**src/rtl/gaussian_pyramid_scheduler_if.sv**
```systemverilog
// gaussian_pyramid_scheduler_if: control and blur-engine handshake bundle (perf_cycles present when SCHED_PERF_CNT_EN is defined)
interface gaussian_pyramid_scheduler_if;
   logic        start;
   logic        abort;
   logic        blur_start;
   logic        blur_valid;
   logic        blur_done;
   logic [1:0]  src_sel;
   logic [1:0]  dst_sel;
   logic        downsample_en;
   logic [1:0]  octave_idx;
   logic [2:0]  scale_idx;
   logic        busy;
   logic        done;
   logic        err_timeout;
   logic        err_count;
`ifdef SCHED_PERF_CNT_EN
   logic [31:0] perf_cycles;
`endif
   modport master (
      input  start, abort, blur_valid, blur_done,
      output blur_start, src_sel, dst_sel, downsample_en, octave_idx, scale_idx,
             busy, done, err_timeout, err_count
`ifdef SCHED_PERF_CNT_EN
      , output perf_cycles
`endif
   );
   modport slave (
      output start, abort, blur_valid, blur_done,
      input  blur_start, src_sel, dst_sel, downsample_en, octave_idx, scale_idx,
             busy, done, err_timeout, err_count
`ifdef SCHED_PERF_CNT_EN
      , input perf_cycles
`endif
   );
endinterface

```
**src/rtl/gaussian_pyramid_scheduler.sv**
```systemverilog
// gaussian_pyramid_scheduler: sequences blur passes over octaves/scales, ping-pongs frame buffers, checks pixel counts; SCHED_PERF_CNT_EN adds a busy-cycle counter
module gaussian_pyramid_scheduler #(
   parameter int WIDTH          = 128,
   parameter int HEIGHT         = 128,
   parameter int NUM_OCTAVES    = 2,
   parameter int NUM_SCALES     = 5,
   parameter int TIMEOUT_CYCLES = 200000
) (
   input logic clk,
   input logic rst,
   gaussian_pyramid_scheduler_if.master bus_if
);
   localparam int PIX_W = $clog2(WIDTH * HEIGHT) + 1;
   localparam int WD_W  = $clog2(TIMEOUT_CYCLES + 1);
   localparam logic [1:0]      LAST_OCT = 2'(NUM_OCTAVES - 1);
   localparam logic [2:0]      LAST_SCL = 3'(NUM_SCALES - 1);
   localparam logic [WD_W-1:0] WD_LAST  = WD_W'(TIMEOUT_CYCLES - 1);

   typedef enum logic [2:0] {S_IDLE, S_LAUNCH, S_WAIT, S_CHECK, S_DONE, S_ERROR} state_t;

   state_t           state_q;
   logic [PIX_W-1:0] pix_q, pix_d, pix_exp;
   logic [WD_W-1:0]  wd_q;
   logic [1:0]       octave_q, octave_d, src_q, dst_q;
   logic [2:0]       scale_q, scale_d;
   logic             ds_q, ds_d, blur_start_q, busy_q, done_q, err_to_q, err_cnt_q, last_pass;
`ifdef SCHED_PERF_CNT_EN
   logic [31:0]      perf_q;
`endif

   // next pass indices, saturating pixel increment and expected pixel count of the current octave
   always_comb begin
      scale_d   = (scale_q == LAST_SCL) ? 3'd0 : scale_q + 3'd1;
      octave_d  = (scale_q == LAST_SCL) ? octave_q + 2'd1 : octave_q;
      ds_d      = (scale_d == 3'd0) && (octave_d != 2'd0);
      last_pass = (scale_q == LAST_SCL) && (octave_q == LAST_OCT);
      pix_d     = (&pix_q) ? pix_q : pix_q + 1'b1;
      pix_exp   = PIX_W'((WIDTH >> octave_q) * (HEIGHT >> octave_q));
   end

   // control FSM with registered outputs; abort overrides every transition
   always_ff @(posedge clk or posedge rst) begin
      if (rst) begin
         state_q      <= S_IDLE;
         pix_q        <= '0;
         wd_q         <= '0;
         octave_q     <= '0;
         scale_q      <= '0;
         src_q        <= '0;
         dst_q        <= '0;
         ds_q         <= 1'b0;
         blur_start_q <= 1'b0;
         busy_q       <= 1'b0;
         done_q       <= 1'b0;
         err_to_q     <= 1'b0;
         err_cnt_q    <= 1'b0;
`ifdef SCHED_PERF_CNT_EN
         perf_q       <= '0;
`endif
      end else begin
         blur_start_q <= 1'b0;
         done_q       <= 1'b0;
`ifdef SCHED_PERF_CNT_EN
         if (busy_q) perf_q <= perf_q + 32'd1;
`endif
         if (bus_if.abort) begin
            state_q <= S_IDLE;
            busy_q  <= 1'b0;
         end else begin
            case (state_q)
               S_IDLE: if (bus_if.start) begin
                  state_q   <= S_LAUNCH;
                  busy_q    <= 1'b1;
                  pix_q     <= '0;
                  wd_q      <= '0;
                  octave_q  <= '0;
                  scale_q   <= '0;
                  src_q     <= 2'd0;
                  dst_q     <= 2'd1;
                  ds_q      <= 1'b0;
                  err_to_q  <= 1'b0;
                  err_cnt_q <= 1'b0;
`ifdef SCHED_PERF_CNT_EN
                  perf_q    <= '0;
`endif
               end
               S_LAUNCH: begin
                  blur_start_q <= 1'b1;
                  pix_q        <= '0;
                  wd_q         <= '0;
                  state_q      <= S_WAIT;
               end
               S_WAIT: begin
                  if (bus_if.blur_valid) pix_q <= pix_d;
                  wd_q <= wd_q + 1'b1;
                  if (bus_if.blur_done) state_q <= S_CHECK;
                  else if (wd_q == WD_LAST) begin
                     err_to_q <= 1'b1;
                     state_q  <= S_ERROR;
                  end
               end
               S_CHECK: begin
                  if (pix_q != pix_exp) err_cnt_q <= 1'b1;
                  if (last_pass) state_q <= S_DONE;
                  else begin
                     scale_q  <= scale_d;
                     octave_q <= octave_d;
                     ds_q     <= ds_d;
                     src_q    <= dst_q;
                     dst_q    <= (dst_q == 2'd1) ? 2'd2 : 2'd1;
                     state_q  <= S_LAUNCH;
                  end
               end
               S_DONE: begin
                  done_q  <= 1'b1;
                  busy_q  <= 1'b0;
                  state_q <= S_IDLE;
               end
               default: state_q <= S_ERROR;
            endcase
         end
      end
   end

   assign bus_if.blur_start    = blur_start_q;
   assign bus_if.src_sel       = src_q;
   assign bus_if.dst_sel       = dst_q;
   assign bus_if.downsample_en = ds_q;
   assign bus_if.octave_idx    = octave_q;
   assign bus_if.scale_idx     = scale_q;
   assign bus_if.busy          = busy_q;
   assign bus_if.done          = done_q;
   assign bus_if.err_timeout   = err_to_q;
   assign bus_if.err_count     = err_cnt_q;
`ifdef SCHED_PERF_CNT_EN
   assign bus_if.perf_cycles   = perf_q;
`endif
endmodule
```
**src/flat_wrapper.sv**
```systemverilog
// flat-port wrapper written by rule: the top's interface ports become plain ports
module gaussian_pyramid_scheduler_flat 
#(
   parameter int WIDTH          = 128,
   parameter int HEIGHT         = 128,
   parameter int NUM_OCTAVES    = 2,
   parameter int NUM_SCALES     = 5,
   parameter int TIMEOUT_CYCLES = 200000
)
  (clk, rst, bus_if_start, bus_if_abort, bus_if_blur_valid, bus_if_blur_done, bus_if_blur_start, bus_if_src_sel, bus_if_dst_sel, bus_if_downsample_en, bus_if_octave_idx, bus_if_scale_idx, bus_if_busy, bus_if_done, bus_if_err_timeout, bus_if_err_count);
  gaussian_pyramid_scheduler_if bus_if_i ();
  input logic clk;
  input logic rst;
  input wire logic [$bits(bus_if_i.start)-1:0] bus_if_start;
  input wire logic [$bits(bus_if_i.abort)-1:0] bus_if_abort;
  input wire logic [$bits(bus_if_i.blur_valid)-1:0] bus_if_blur_valid;
  input wire logic [$bits(bus_if_i.blur_done)-1:0] bus_if_blur_done;
  output wire logic [$bits(bus_if_i.blur_start)-1:0] bus_if_blur_start;
  output wire logic [$bits(bus_if_i.src_sel)-1:0] bus_if_src_sel;
  output wire logic [$bits(bus_if_i.dst_sel)-1:0] bus_if_dst_sel;
  output wire logic [$bits(bus_if_i.downsample_en)-1:0] bus_if_downsample_en;
  output wire logic [$bits(bus_if_i.octave_idx)-1:0] bus_if_octave_idx;
  output wire logic [$bits(bus_if_i.scale_idx)-1:0] bus_if_scale_idx;
  output wire logic [$bits(bus_if_i.busy)-1:0] bus_if_busy;
  output wire logic [$bits(bus_if_i.done)-1:0] bus_if_done;
  output wire logic [$bits(bus_if_i.err_timeout)-1:0] bus_if_err_timeout;
  output wire logic [$bits(bus_if_i.err_count)-1:0] bus_if_err_count;
  assign bus_if_i.start = bus_if_start;
  assign bus_if_i.abort = bus_if_abort;
  assign bus_if_i.blur_valid = bus_if_blur_valid;
  assign bus_if_i.blur_done = bus_if_blur_done;
  assign bus_if_blur_start = bus_if_i.blur_start;
  assign bus_if_src_sel = bus_if_i.src_sel;
  assign bus_if_dst_sel = bus_if_i.dst_sel;
  assign bus_if_downsample_en = bus_if_i.downsample_en;
  assign bus_if_octave_idx = bus_if_i.octave_idx;
  assign bus_if_scale_idx = bus_if_i.scale_idx;
  assign bus_if_busy = bus_if_i.busy;
  assign bus_if_done = bus_if_i.done;
  assign bus_if_err_timeout = bus_if_i.err_timeout;
  assign bus_if_err_count = bus_if_i.err_count;
  gaussian_pyramid_scheduler #(.WIDTH(WIDTH), .HEIGHT(HEIGHT), .NUM_OCTAVES(NUM_OCTAVES), .NUM_SCALES(NUM_SCALES), .TIMEOUT_CYCLES(TIMEOUT_CYCLES)) u_core (.clk(clk), .rst(rst), .bus_if(bus_if_i));
endmodule
```
**config.mk**
```make
export PLATFORM = sky130hd
export DESIGN_NAME = gaussian_pyramid_scheduler_flat
export DESIGN_NICKNAME = d
export VERILOG_FILES = /design/src/rtl/gaussian_pyramid_scheduler_if.sv /design/src/rtl/gaussian_pyramid_scheduler.sv /design/src/flat_wrapper.sv
export SDC_FILE = /design/constraint.sdc
export NUM_CORES = 1
export LEC_CHECK = 0
export CORE_ASPECT_RATIO = 1.1
export CORE_MARGIN = 3
export CORE_UTILIZATION = 64
export DETAILED_ROUTE_END_ITERATION = 10
export DONT_BUFFER_PORTS = 1
export GPL_TIMING_DRIVEN = 0
export PLACE_DENSITY_LB_ADDON = 0.1
export SETUP_SLACK_MARGIN = 0.02
export SLEW_MARGIN = 20
export SYNTH_ARGS = -nofsm -noshare
export SYNTH_HDL_FRONTEND = slang
export SYNTH_SLANG_ARGS = --single-unit
```
**constraint.sdc**
```tcl
create_clock -name clk -period 3.6 [get_ports clk]
set_input_delay 0.36 -clock clk [delete_from_list [all_inputs] [get_ports clk]]
set_output_delay 0.36 -clock clk [all_outputs]
set_load 0.05 [all_outputs]
```
Word level (Yosys, flattened, before mapping)
Cells that the tools add are included.

Register bits: 51. Input port bits: 6. Output and inout bits: 15. Logic and storage cells: 96.

$add $sub $neg: 4. Multiply operators: 1. Equality and inequality tests: 18. Shifts and indexed selects: 1. Muxes and demuxes: 41. Bitwise gates (word level): 1. Reductions and logical operators: 17.

Operators with widths (count): $pmux 18 s3 (1); $mux 15 (3); $pmux 15 s3 (1); $mul 32x32->15 (1); $shr 8x2->32 const A (1); $mux 3 (8); $add 18x1->18 const B (1); $eq 18x18->1 const B (1); $mux 18 (1); $add 15x1->15 const B (1); $ne 15x15->1 (1); $pmux 3 s5 (1); $reduce_and 15->1 (1); $mux 2 (7); $pmux 2 s2 (3); $mux 1 (11); $ne 2x2->1 const B (5); $reduce_and 5->1 (2); $pmux 1 s2 (4); $reduce_and 4->1 (2); $eq 3x2->1 const B (2); $eq 3x3->1 const B (2); $logic_not 3->1 (2); $pmux 3 s2 (1); 13 further kinds (20).

Logic depth before layout (Yosys ltp)
Gate-level depths: netlist of run 1.

Depth in word-level cells: 6. Gate-level depth with buffers: 14. Mapped depth without buffers: 14.

Worst setup path before layout of run 1
No wires, ideal clock.

Path kind: register -> register. From: register u_core.octave_q[0] (netlist: u_core.bus_if.octave_idx[0]). To: register u_core.err_cnt_q (netlist: u_core.bus_if.err_count). Library setup time: 0.094 ns. Arrival: 2.881 ns. Data required time: 3.506 ns. Slack: 0.625 ns. Stages on the path, launching flop included: 12. Buffers on the path: 0. Period minus slack after synthesis: 2.975 ns. Cells stage by stage: dfrtp_1 -> inv_1 -> ha_1 -> and2_1 -> ha_1 -> ha_1 -> ha_1 -> a21boi_0 -> o31ai_1 -> a2bb2oi_1 -> xnor2_1 -> a211oi_1.

Word-level cells in the longest chain between the ends: 5.

Ends and longest elaborated chain: from (decl) (RTL line gaussian_pyramid_scheduler.sv:24) `logic [1:0] octave_q, octave_d, src_q, dst_q;`; from (signal assigned) (RTL line gaussian_pyramid_scheduler.sv:107) `octave_q <= octave_d;`; $shr 8x2->32 (RTL line gaussian_pyramid_scheduler.sv:38) `pix_exp = PIX_W'((WIDTH >> octave_q) * (HEIGHT >> octave_q));`; $mul 32x32->15 (RTL line gaussian_pyramid_scheduler.sv:38); $ne 15x15->1 (RTL line gaussian_pyramid_scheduler.sv:103) `if (pix_q != pix_exp) err_cnt_q <= 1'b1;`; $ne 2x1->1 (no line); $reduce_and 4->1 (no line); to (signal assigned) (RTL line gaussian_pyramid_scheduler.sv:56) `err_cnt_q <= 1'b0;`; to (signal assigned) (RTL line gaussian_pyramid_scheduler.sv:82) `err_cnt_q <= 1'b0;`; to (signal assigned) (RTL line gaussian_pyramid_scheduler.sv:103); to (decl) (RTL line gaussian_pyramid_scheduler.sv:26) `logic ds_q, ds_d, blur_start_q, busy_q, done_q, err_to_q, err_cnt_q, last_pass;`.

No other way between the ends. A chain may end at the register's enable or synchronous reset.

Worst setup path after layout of run 1
Ends and elaborated chain as after synthesis.

==> impl_metrics.py, run 1 <==
metrics = {
    "global_route": {
        "grt_start_max_net_pins": 29,
        "grt_usage_pct": 24.5,
        "grt_overflow": 0,
        "met2_usage_pct": 41.9,
        "grt_pass1_wl_um": 11200,
        "antenna_found_initial": 0,
        "use_met1_pct": 31.1,
        "grt_pass1_vias": 2504,
        "gr-max-usage-layer": "met2",
        "grtUsageMet3_pct": 4.68,
    },
    "run": {
        "maxCapViolCount": 0,
    },
    "logic_synthesis": {
        "postSynth.asyncResetShare_pct": 100,
        "synth_mux_area_share_pct": 0.686,
        "synth_simple_gate_area_share_pct": 26.7,
        "synth_area_per_cell_um2": 9.12,
        "synth_top_family_by_area": "simple AND/OR/NAND/NOR gates",
        "synthFlopType": "dfrtp_1",
        "syn-num-nets": 362,
        "syn_area_um2": 3100,
        "synth_compound_area_share_pct": 11.5,
        "yosysUniqueCellTypes": 47,
        "synth-seq-cells": 51,
        "synth-edff-count": 0,
        "netlist_instances": 340,
        "yosys.area_share.adder_pct": 6.45,
        "yosysSeqAreaShare_pct": 41.1,
        "yosysWarningCount": 0,
        "synthXorXnorAreaFrac_pct": 9.88,
    },
    "timing": {
        "max_slew_margin_pct": 58.7,
        "final-setup-viol-count": 0,
        "rsz0062_at_grt": "false",
        "fin_crit_sh_pct": 92.4,
        "max_freq_mhz": 301,
        "tightest_slew_ns": 0.620,
        "drv_slew": 0,
        "fin_crit_ns": 3.33,
        "setup_tns_ns": 0,
        "hold_viol_final": 0,
        "fin_skew_ns": 0.00881,
        "setup_ws_ns": 0.273,
    },
    "floorplan": {
        "core_area_um2": 4470,
        "die-height_um": 79.0,
        "fp-row-count": 25,
        "initial_core_util_pct": 69.3,
        "die_x_um": 72.4,
        "ios": 21,
        "dieArea_um2": 5720,
    },
    "clock_tree": {
        "clock_tree.buffer_depth": 2,
        "clk_latency_ns": 0.31,
        "cts_buffers": 5,
        "path_clk_slew_ns": 0.09,
        "clock-sinks": 51,
        "ctsResizeCount": 0,
        "h-tree-depth": 2,
        "cts_tree": "done",
        "cts_root_buf": "clkbuf_8",
    },
    "drt": {
        "wl_per_cell_um": 15.7,
        "routed_wl_um": 6340,
        "vias_per_cell": 6.13,
        "drc": 0,
        "drt_iter0_drc": 119,
        "drtAntennaViolNets": 0,
        "vias": 2475,
        "dr.pass1.iters": 6,
    },
    "placement": {
        "dp.cells": 395,
        "hpwl_um": 4740,
        "place_ws_ns": 0.272,
        "portBuffers": 0,
        "place_congestion": 0.859,
    },
    "setup_path": {
        "crit_fanout": 6,
        "reg2reg_slack_ns": 0.27,
        "cpMostUsedCell": "ha_1",
        "crit_start": "u_core.bus_if.octave_idx[0]$_DFFE_PP0P_",
        "critPathMaxStageDelay_ns": 0.74,
        "crit_slowest_cell": "dfrtp_1",
        "crit_chain": "inv_1, ha_1, and2_1, ha_1, ha_1, ha_1, a21boi_0, o21ai_0, a2bb2oi_1, xnor2_1, a211oi_1",
        "worstPathRequired_ns": 3.81,
        "worstSetupStartpointType": "register",
        "reg2reg_to": "u_core.bus_if.err_count$_DFFE_PP0P_",
        "crit_end": "u_core.bus_if.err_count$_DFFE_PP0P_",
        "crit_type": "reg -> reg",
        "worst_ep_arrival_time_ns": 3.54,
        "crit_cells": 11,
        "cp-end-kind": "register",
        "crit_family": "adder cells",
        "path_buf_inv": 1,
        "rr_worst_depth": 11,
        "worst_r2r_startpoint": "u_core.bus_if.octave_idx[0]$_DFFE_PP0P_",
    },
    "finish": {
        "finish.utilization_pct": 74.5,
        "final_cells": 404,
        "nFillCells": 352,
        "final_nets": 371,
        "drive_gt1_share_pct": 6.86,
        "area_delta_synth_final_pct": 7.42,
        "diodes": 0,
    },
    "power_and_ir_drop": {
        "power.density_nw_per_um2": 409,
        "power.total_mw": 1.36,
        "cellLeakagePower_nw": 1.44,
        "ir_drop_mv": 0.359,
    },
    "min_path": {
        "hold_class": "in -> reg",
    },
    "status": {
        "status": "finished clean",
    },
}
==> cells in the mapped netlist (2+ instances only) <==
cell type  instances  share of area [%]
dfrtp_1           51                 41
nand2_1           40                4.8
nor2_1            36                4.4
xnor2_1           24                6.8
o21ai_0           19                3.1
ha_1              16                6.5
inv_1             13                1.6
nor3_1            13                2.1
a21oi_1           11                1.8
nand4_1           11                2.2
xor2_1            11                3.1
nand3_1           10                1.6
and3_1             7                1.4
clkbuf_1           6               0.73
nor4_1             6                1.2
or3_1              6                1.2
and2_1             5                1.0
nand2b_1           5                1.0
and4_1             4                1.1
nand3b_1           4               0.97
nor4b_1            4                1.1
buf_6              3                1.1
o31ai_1            3               0.73
or2_2              3               0.61
a21o_1             2               0.48
a31oi_1            2               0.40
nand3_2            2               0.65
o211ai_1           2               0.48
o21ba_1            2               0.65
o31a_1             2               0.56
==> stage by stage <==
stage / hold slack [ns] / cell area, um^2
2_1_floorplan: 0.426 / 3100
3_3_place_gp: 0.429 / 3170
3_5_place_dp: 0.306 / 3190
4_1_cts: 0.100 / 3330
5_1_grt: 0.0935 / 3330
6_report: 0.109 / 3330
==> layout by cell type (no fill, tap or decap), types with 5 or more instances in the layout <==
| cell | netlist | final |
|---|---|---|
| dfrtp_1 | 51 | 51 |
| nand2_1 | 40 | 40 |
| nor2_1 | 36 | 36 |
| xnor2_1 | 24 | 24 |
| o21ai_0 | 19 | 19 |
| ha_1 | 16 | 16 |
| nor3_1 | 13 | 13 |
| inv_1 | 13 | 12 |
| nand4_1 | 11 | 11 |
| xor2_1 | 11 | 11 |
| a21oi_1 | 11 | 11 |
| nand3_1 | 10 | 10 |
| and3_1 | 7 | 7 |
| clkbuf_1 | 6 | 7 |
| or3_1 | 6 | 6 |
| nor4_1 | 6 | 6 |
| nand2b_1 | 5 | 5 |
| and2_1 | 5 | 5 |
| clkbuf_8 | 0 | 5 |
==> kinds of logic (layout without fill, tap and decap cells) <==
group,Yosys count,after routing
mux,2,2
fa+ha+maj,16,16
compound gates,53,53
flops,51,51
xor+xnor,35,35
simple gates,160,160
buf+inv,23,33
==> state kept, by name, indices dropped and copies added, names as in the netlist <==
name                         count
u_core.bus_if.src_sel            2
u_core.bus_if.err_count          1
u_core.bus_if.err_timeout        1
u_core.bus_if.busy               1
u_core.bus_if.dst_sel            2
u_core.pix_q                    15
u_core.bus_if.done               1
u_core.wd_q                     18
u_core.bus_if.downsample_en      1
u_core.bus_if.octave_idx         2
u_core.bus_if.scale_idx          3
u_core.bus_if.blur_start         1
u_core.state_q                   3
==> routing by layer <==
metal | vias to the layer above | share of wire [%]
li1 | 1205 | -
met1 | 1214 | 45
met2 | 47 | 50
met3 | 9 | 3.7
met4 | 0 | 1.5
met5 | - | 0
==> worst min path at each step <==
| stage | depth (start not counted) | to | slack (ns) | start |
|---|---|---|---|---|
| 3_3_place_gp | 1 | u_core.bus_if.done$_DFF_PP0_ | 0.43 | bus_if_abort |
| 4_1_cts | 1 | u_core.bus_if.done$_DFF_PP0_ | 0.10 | bus_if_abort |
| 3_5_place_dp | 1 | u_core.bus_if.octave_idx[1]$_DFFE_PP0P_ | 0.31 | rst |
| 6_report | 1 | u_core.bus_if.done$_DFF_PP0_ | 0.11 | bus_if_abort |
| 5_1_grt | 1 | u_core.bus_if.done$_DFF_PP0_ | 0.09 | bus_if_abort |
| 2_1_floorplan | 1 | u_core.bus_if.done$_DFF_PP0_ | 0.43 | bus_if_abort |
==> timing repair <==
| item | in CTS | in global routing |
|---|---|---|
| endpoints found under the hold margin | 23 | 0 |
| hold buffers | 1 | 0 |
| buffers inserted | 0 | 0 |
==> where the power goes <==
group / switching, mW / internal [mW]
Sequential: 0.103 / 0.602
Clock: 0.187 / 0.278
Combinational: 0.122 / 0.0690
Total: 0.413 / 0.949
==> final cells by class <==
| class | count | area [um^2] | share of cell area [%] |
|---|---|---|---|
| multi-input cells | 266 | 1720 | 51.5 |
| flip-flops and latches | 51 | 1280 | 38.3 |
| clock buffers | 6 | 72.6 | 2.18 |
| well taps | 54 | 67.6 | 2.03 |
| plain buffers | 10 | 61.3 | 1.84 |
| clock inverters | 2 | 60.1 | 1.80 |
| inverters | 13 | 48.8 | 1.46 |
| repair buffers | 2 | 30.0 | 0.901 |
No activity file was read; power rests on OpenSTA's default activity.
==> inputs of run 2 (changes only) <==
--- a/config.mk
+++ b/config.mk
@@ -5,7 +5,7 @@
 export SDC_FILE = /design/constraint.sdc
 export NUM_CORES = 1
 export LEC_CHECK = 0
-export CORE_ASPECT_RATIO = 1.1
+export CORE_ASPECT_RATIO = 0.8
 export CORE_MARGIN = 3
 export CORE_UTILIZATION = 64
 export DETAILED_ROUTE_END_ITERATION = 10
==> run 2 against run 1 <==
Register-to-register slack gained 0.03 ns; via count shrank 1.7%; non-clock buffer count is the same; worst hold slack gained 0.012 ns; clock skew shrank 0.0041 ns; setup slack gained 0.028 ns; first-iteration DRC count grew 4.2%; cell count grew 0.74%; critical path type unchanged; highest routed layer unchanged.
==> impl_metrics.py, run 2 (synthesized netlist as in run 1, its figures left out) <==
metrics = {
    "status": {
        "status": "finished clean",
    },
    "placement": {
        "hpwl_um": 4780,
        "portBuffers": 0,
        "place_congestion": 0.806,
    },
    "finish": {
        "diodes": 0,
        "finish.utilization_pct": 74.9,
        "top_register": "u_core.wd_q",
        "largestRegisters": "u_core.wd_q (18), u_core.pix_q (15)",
        "nFillCells": 320,
        "final_nets": 371,
        "area_delta_synth_final_pct": 6.53,
        "final_common_cell": "dfrtp_1",
        "layout_common_cells": "50 x dfrtp_1, 40 x nand2_1, 36 x nor2_1, 24 x xnor2_1, 19 x o21ai_0",
        "drive_gt1_share_pct": 7.14,
        "largest_reg_flops": 18,
    },
    "setup_path": {
        "crit_fanout": 7,
        "worstPathRequired_ns": 3.81,
        "worst_ep_arrival_time_ns": 3.51,
        "critPathMaxStageDelay_ns": 0.76,
        "path_buf_inv": 1,
        "worstSetupStartpointType": "register",
        "cp-end-kind": "register",
        "crit_family": "XOR/XNOR gates",
        "crit_type": "reg -> reg",
        "crit_chain": "inv_1, ha_1, nand2_1, xnor2_1, nand2_1, xnor2_1, ha_1, xor2_1, ha_1, nand2_1, xnor2_1, xnor2_1, xnor2_1, a211oi_1",
        "crit_slowest_cell": "dfrtp_1",
        "cpMostUsedCell": "xnor2_1",
    },
    "drt": {
        "routed_wl_um": 6550,
        "dr.pass1.iters": 5,
        "drtAntennaViolNets": 0,
        "vias_per_cell": 5.98,
        "vias": 2432,
        "drc": 0,
        "drt_iter0_drc": 124,
        "wl_per_cell_um": 16.1,
    },
    "clock_tree": {
        "cts_buffers": 5,
        "clk_latency_ns": 0.30,
        "clock_tree.buffer_depth": 2,
        "cts_setup_buffers": 0,
        "cts_tree": "done",
        "clock-sinks": 51,
        "h-tree-depth": 2,
        "cts_root_buf": "clkbuf_8",
        "path_clk_slew_ns": 0.09,
    },
    "timing": {
        "max_freq_mhz": 303,
        "rsz0062_at_grt": "false",
        "max_slew_margin_pct": 57.7,
        "setup_tns_ns": 0,
        "fin_skew_ns": 0.00469,
        "fin_crit_sh_pct": 91.7,
        "hold_viol_final": 0,
        "drv_slew": 0,
        "fin_hold_ws_ns": 0.122,
        "final-setup-viol-count": 0,
        "tightest_slew_ns": 0.634,
        "fin_crit_ns": 3.30,
    },
    "global_route": {
        "grt_overflow": 0,
        "grt_pass1_wl_um": 11200,
        "antenna_found_initial": 0,
        "grt_usage_pct": 24.5,
        "grt_start_max_net_pins": 35,
        "grt_pass1_vias": 2404,
    },
    "floorplan": {
        "ios": 21,
        "initial_core_util_pct": 70.3,
        "fp-row-count": 21,
        "die_x_um": 83.8,
        "core_area_um2": 4410,
        "dieArea_um2": 5720,
        "die-height_um": 68.3,
    },
    "min_path": {
        "hold_class": "in -> reg",
    },
    "power_and_ir_drop": {
        "ir_drop_mv": 0.386,
        "cellLeakagePower_nw": 1.42,
        "power.density_nw_per_um2": 382,
    },
    "run": {
        "maxCapViolCount": 0,
    },
}
run 2: per-stage QoR:
| stage | setup WS [ns] | instances | cell area [um^2] | total power, mW |
|---|---|---|---|---|
| floorplan | 0.625 | 340 | 3100 | 0.855 |
| detailed placement | 0.283 | 398 | 3190 | 0.908 |
| CTS | 0.245 | 407 | 3300 | 1.26 |
| finish | 0.301 | 407 | 3300 | 1.26 |
| global route | 0.0394 | 407 | 3300 | 1.32 |
| global placement | 0.397 | 397 | 3170 | 0.898 |
run 2: per-layer routing:
metal | wire (um) | up-vias | share of wire (%) | global-route usage, %
met5 | 0 | - | 0 | 0
met4 | 63 | 0 | 0.96 | 6.63
met3 | 318 | 7 | 4.9 | 5.78
met2 | 3000 | 42 | 46 | 40.0
met1 | 3170 | 1180 | 48 | 33.3
li1 | - | 1203 | - | -
run 2: area by class of cell:
type                       count  area, um^2  area share [%]
multi-input combinational    266        1720            51.9
buffer                        10        61.3            1.86
inverter                      13        48.8            1.48
clock buffer                   8         100            3.03
tap                           57        71.3            2.16
sequential                    51        1280            38.7
timing repair buffer           2        30.0           0.909
run 2: path summary, 6_finish.rpt:
| kind | endpoint | slack [ns] | depth (start not counted) | start |
|---|---|---|---|---|
| setup / recovery | u_core.bus_if.err_count$_DFFE_PP0P_ | 0.30 | 14 | u_core.bus_if.octave_idx[1]$_DFFE_PP0P_ |
| hold / removal | u_core.bus_if.done$_DFF_PP0_ | 0.12 | 1 | bus_if_abort |
| setup reg to reg | u_core.bus_if.err_count$_DFFE_PP0P_ | 0.30 | 14 | u_core.bus_if.octave_idx[1]$_DFFE_PP0P_ |
| min in group asynchronous | u_core.bus_if.scale_idx[1]$_DFFE_PP0P_ | 0.53 | 2 | rst |
| hold reg to reg | u_core.wd_q[1]$_DFFE_PP0P_ | 0.52 | 2 | u_core.wd_q[1]$_DFFE_PP0P_ |
| max in group asynchronous | u_core.wd_q[15]$_DFFE_PP0P_ | 2.54 | 3 | rst |
run 2: report_power, final:
group          switching [mW]  leakage, nW  total, mW  internal [mW]
sequential              0.103        0.701      0.706          0.602
combinational           0.128        0.669      0.197         0.0692
clock                   0.185       0.0515      0.361          0.176
run 2: timing repair:
action	CTS	global route
endpoints found under the hold margin	17	0
hold buffers	1	0
setup endpoints to repair	0	1
gates resized for setup	0	1
run 2: worst reg2reg max path, stage by stage (launching register included):
cell and delay [ns]:
dfrtp_1 0.76, inv_1 0.18, ha_1 0.33, nand2_1 0.13, xnor2_1 0.12, nand2_1 0.08
xnor2_1 0.13, ha_1 0.34, xor2_1 0.17, ha_1 0.16, nand2_1 0.06, xnor2_1 0.20
xnor2_1 0.16, xnor2_1 0.13, a211oi_1 0.26
